### src/rtl/param_shift_count_reg.sv
// Parametrised multi-mode register: hold, logical shift, rotate, parallel load
// and up/down count, with selectable active clock edge and asynchronous reset.
module param_shift_count_reg #(
    parameter int unsigned          WIDTH     = 4,
    parameter bit                   NEG_EDGE  = 1'b1,
    parameter logic [WIDTH-1:0]     RESET_VAL = '0
) (
    input  logic             C,
    input  logic             RE,
    input  logic             CLR,
    input  logic             EN,
    input  logic [2:0]       M,
    input  logic [WIDTH-1:0] D,
    input  logic             SIR,
    input  logic             SIL,
    output logic [WIDTH-1:0] Q,
    output logic [WIDTH-1:0] Qnot,
    output logic             TC
);

    localparam logic [2:0] MODE_HOLD = 3'b000;
    localparam logic [2:0] MODE_SHR  = 3'b001;
    localparam logic [2:0] MODE_SHL  = 3'b010;
    localparam logic [2:0] MODE_LOAD = 3'b011;
    localparam logic [2:0] MODE_ROR  = 3'b100;
    localparam logic [2:0] MODE_ROL  = 3'b101;
    localparam logic [2:0] MODE_UP   = 3'b110;
    localparam logic [2:0] MODE_DOWN = 3'b111;

    logic [WIDTH-1:0] r_q;
    logic [WIDTH-1:0] w_q_next;
    logic             w_tc;

    // Next state: clear beats enable, enable gates the mode operation
    always_comb begin
        w_q_next = r_q;
        if (CLR) begin
            w_q_next = '0;
        end else if (EN) begin
            case (M)
                MODE_HOLD: w_q_next = r_q;
                MODE_SHR:  w_q_next = {SIR, r_q[WIDTH-1:1]};
                MODE_SHL:  w_q_next = {r_q[WIDTH-2:0], SIL};
                MODE_LOAD: w_q_next = D;
                MODE_ROR:  w_q_next = {r_q[0], r_q[WIDTH-1:1]};
                MODE_ROL:  w_q_next = {r_q[WIDTH-2:0], r_q[WIDTH-1]};
                MODE_UP:   w_q_next = r_q + WIDTH'(1);
                MODE_DOWN: w_q_next = r_q - WIDTH'(1);
                default:   w_q_next = r_q;
            endcase
        end
    end

    // State register on the edge chosen at elaboration
    if (NEG_EDGE) begin : g_neg_edge
        always_ff @(negedge C or posedge RE) begin
            if (RE) begin
                r_q <= RESET_VAL;
            end else begin
                r_q <= w_q_next;
            end
        end
    end else begin : g_pos_edge
        always_ff @(posedge C or posedge RE) begin
            if (RE) begin
                r_q <= RESET_VAL;
            end else begin
                r_q <= w_q_next;
            end
        end
    end

    // Terminal count looks only at current state and mode
    always_comb begin
        w_tc = 1'b0;
        if ((M == MODE_UP) && (&r_q)) begin
            w_tc = 1'b1;
        end else if ((M == MODE_DOWN) && (r_q == '0)) begin
            w_tc = 1'b1;
        end
    end

    assign Q    = r_q;
    assign Qnot = ~r_q;
    assign TC   = w_tc;

endmodule

### config.mk
export PLATFORM = sky130hd
export DESIGN_NAME = param_shift_count_reg
export DESIGN_NICKNAME = d
export VERILOG_FILES = /design/src/rtl/param_shift_count_reg.sv
export SDC_FILE = /design/constraint.sdc
export NUM_CORES = 1
export LEC_CHECK = 0
export CAP_MARGIN = 0
export CELL_PAD_IN_SITES_DETAIL_PLACEMENT = 0
export CELL_PAD_IN_SITES_GLOBAL_PLACEMENT = 1
export CORE_MARGIN = 4
export CORE_UTILIZATION = 25
export DETAILED_ROUTE_END_ITERATION = 12
export PLACE_DENSITY = 0.79
export SLEW_MARGIN = 20
export SYNTH_ARGS = -nofsm -noshare
export SYNTH_HDL_FRONTEND = slang
export SYNTH_SLANG_ARGS = --single-unit
### constraint.sdc
create_clock -name C -period 1.8 [get_ports C]
set_input_delay 0.27 -clock C [delete_from_list [all_inputs] [get_ports C]]
set_output_delay 0.27 -clock C [all_outputs]
set_load 0.02 [all_outputs]
# Word-level counts from Yosys, hierarchy flattened
# Index checks and enable logic that the tools add are counted.
totals:
  wordCells: 24
  register_bits: 4
  output_inout_bits: 9
classes:
  bitwise_logic: 1
  n_mux: 5
  n_addsub: 2
  eq_ne: 8
  reduce_logical: 7
op_table:
  columns: ["operator", "n"]
  rows:
  - ["$pmux W4 S7", 1]
  - ["$eq A3 B3 Y1 const B", 4]
  - ["$mux W4", 2]
  - ["$eq A3 B2 Y1 const B", 2]
  - ["$add A4 B1 Y4 const B", 1]
  - ["$logic_not A4 Y1", 1]
  - ["$not A4 Y4", 1]
  - ["$reduce_and A4 Y1", 1]
  - ["$sub A4 B1 Y4 const B", 1]
  - ["$eq A3 B1 Y1 const B", 1]
  - ["$logic_not A3 Y1", 1]
  - ["$logic_and A1 B1 Y1", 2]
  - ["$mux W1", 2]
  - ["$ne A2 B2 Y1 const B", 1]
  - ["$reduce_and A2 Y1", 1]
  - ["$reduce_bool A2 Y1", 1]

# Longest topological paths before layout
depth:
  ltp_word: 4
  depth_mapped: 8
  depth_no_buf: 7

==> summary.txt <==
Clock power frac - 0.229
vias per cell - 4.96
# hold bufs at CTS - 0
Flop pwr share - 0.212
worst-path cell chain - nand2b_4, buf_6, nor4_2, a31oi_1, nor2_2, buf_6
share of cells above drive strength 1 - 0.556
reg2reg path depth - 6
Lkg Pwr - 0.000543 µW
latest clock arrival within the worst-skew pair - 0.25 ns
Hold Vio Cnt, Final - 0
Netlist cell types - 37
MaxCap Viol Count - 0
sequential cell area fraction in the yosys report - 0.192
Syn Nets - 81
initial antenna violation count - 0
Compound-Gate Fraction of Synth Area - 0.278
mux contribution to synthesized area - 0.103
Post-synth EDFFs - 0
Power Internal - 326 µW
largest net degree at the start of global routing - 19
Detail Placement HPWL - 1.33 mm
via count - 714
HP Start - Q[1]
total grt overflow - 0
nets - 133
failing checks - negative setup slack
CP most frequent cell - buf_6
IO Count - 22
placed inst area - 933 µm²
Root Buffer - clkbuf_4
Pwr Density - 416 mW/mm²
die area - 0.00288 mm²
drt initial violations - 4
CP Max Fanout - 4
clock tree buffer depth - 2
Diodes inserted - 0
Syn Std Cell Area - 522 µm²
CTS tree - yes
slowest stage delay, CP - 0.45 ns
syn avg cell area - 7.79 µm²
RSZ-0062 raised after global routing - true
Async SR Flop Fraction - 1.00
xor-xnor portion of the synthesized cell area - 0.0336
vias in the first global route - 671
Yosys reg bits - 4
Area growth, synth to finish - 124%
commonest non-fill, non-tap cell in the layout - buf_4
most frequent cells in the layout - buf_4 (21), buf_6 (16), clkdlybuf4s50_1 (6)
first-pass GRT wire length - 2.89 mm
gpl congestion - 0.853
H-tree levels - 1
WL per Instance - 14.0 µm
num rows - 16
max reg flops - 4
IO Port Bufs - 21
clock slew at reported path FFs - 0.03 ns
CP startpoint kind - register
critical path type - reg2out
Post-DRT Antenna Nets - 0
Setup Skew - 0.00498 ns
drt drc - 0
crit path launch - Q[1]
Setup violations, final - 13
DIE HEIGHT - 53.7 µm
simple-gate share of the synthesized area - 0.242
Comb power frac - 0.560
placed cells - 133
Die Wd - 53.7 µm
Worst EP required - 1.53 ns
Final WS setup - -0.704 ns
VDD IR max - 0.310 mV
worst slew pin tran - 0.309 ns
drt first pass iters - 3
largest family of logic cells by synthesized area - compound AO/OA/AOI/OAI gates
Synth Instances - 67
Design Area, Final - 0.00117 mm²
status - finished with violations
Initial Utilization - 0.263
core area - 0.00198 mm²
Synth Area in Adders - 0.0240
crit path max-delay cell type - dfrtn_1
hold path cells - 3
Hold Path Class - reg2reg
Setup crit end kind - primary output
Slew HR - 0.791
NetSw - 161 µW
Ys Warns - 0
predominant post-synthesis flop cell - dfrtn_1
Post-Layout Cell Count - 144
reg2reg start - Q[1]
clk sinks - 4
CP arrival - 2.23 ns
CTS buffer count - 3
Sw Share - 0.331
Max Slew Vio Count - 0
GRT Total Usage - 0.134
DRT Wirelength - 2.01 mm
==> power by group through the flow <==
| stage | Combinational (µW) | Sequential [µW] | Clock [µW] |
|---|---|---|---|
| after floorplan | 93.3 | 113 | 0 |
| after global placement | 207 | 103 | 0 |
| after detailed placement | 209 | 103 | 0 |
| after CTS | 230 | 103 | 116 |
| after global routing | 290 | 103 | 123 |
| final | 272 | 103 | 111 |
==> final cells by class <==
| class | count | area, µm² |
|---|---|---|
| repair buffers | 52 | 526 |
| multi-input cells | 50 | 450 |
| inverters | 8 | 37.5 |
| fillers | 157 | 812 |
| flip-flops and latches | 4 | 100 |
| clock buffers | 3 | 22.5 |
| well taps | 27 | 33.8 |
==> cells in the mapped netlist (2+ instances only) <==
| cell type | n | share of area |
|---|---|---|
| a31oi_1 | 3 | 0.036 |
| nor2_1 | 4 | 0.029 |
| mux2_2 | 3 | 0.065 |
| o21ai_0 | 4 | 0.038 |
| nand4_1 | 2 | 0.024 |
| xnor2_1 | 2 | 0.034 |
| dfrtn_1 | 4 | 0.19 |
| buf_2 | 2 | 0.019 |
| buf_6 | 2 | 0.043 |
| inv_1 | 8 | 0.058 |
| mux2i_1 | 2 | 0.038 |
| nand2_1 | 6 | 0.043 |
==> critical path, delay by kind of cell (launching register included) <==
kind	cells	cell delay, ns
and+or+nand+nor	3	0.24
DFF	1	0.45
buffers and inverters	2	0.22
AOI/OAI and AO/OA	1	0.19
==> cell families after synthesis <==
| kind of cell | count (synthesis) |
|---|---|
| compound gates | 20 |
| mux | 5 |
| fa+ha+maj | 1 |
| xor+xnor | 2 |
| simple gates | 22 |
| flops | 4 |
| buf+inv | 13 |
==> path summary, 6_finish.rpt <==
path | endpoint | slack, ns
worst max-delay path | TC | -0.70
worst min-delay path | Q[1] | 0.74
worst max register to register | Q[2] | 0.07
worst min register to register | Q[1] | 0.74
max in group asynchronous | Q[1] | 0.59
min in group asynchronous | Q[2] | 1.03
==> through the flow <==
stage	util	setup WS (ns)	power, µW	hold WS [ns]	TNS, ns
final	0.590	-0.704	486	0.737	-5.38
after global routing	0.590	-0.754	517	0.769	-5.88
after CTS	0.521	-0.684	449	0.717	-5.32
after detailed placement	0.471	-1.26	313	0.654	-9.53
after global placement	0.471	-1.23	311	0.653	-9.42
after floorplan	-	-0.748	207	0.697	-2.77
==> layer usage <==
layer / share of wire / GRT usage / up-vias
met2: 0.57 / 0.256 / 17
met3: 0.031 / 0.0111 / 2
met1: 0.39 / 0.156 / 346
li1: - / - / 349
met5: 0 / 0 / -
met4: 0.0084 / 0.0383 / 0
==> timing repair <==
action,in CTS,in global routing
resized for setup,74,31
buffers inserted,4,6
setup endpoints to repair,13,13
pin swaps,3,10
Note: power is estimated with default switching activity, not from simulation.
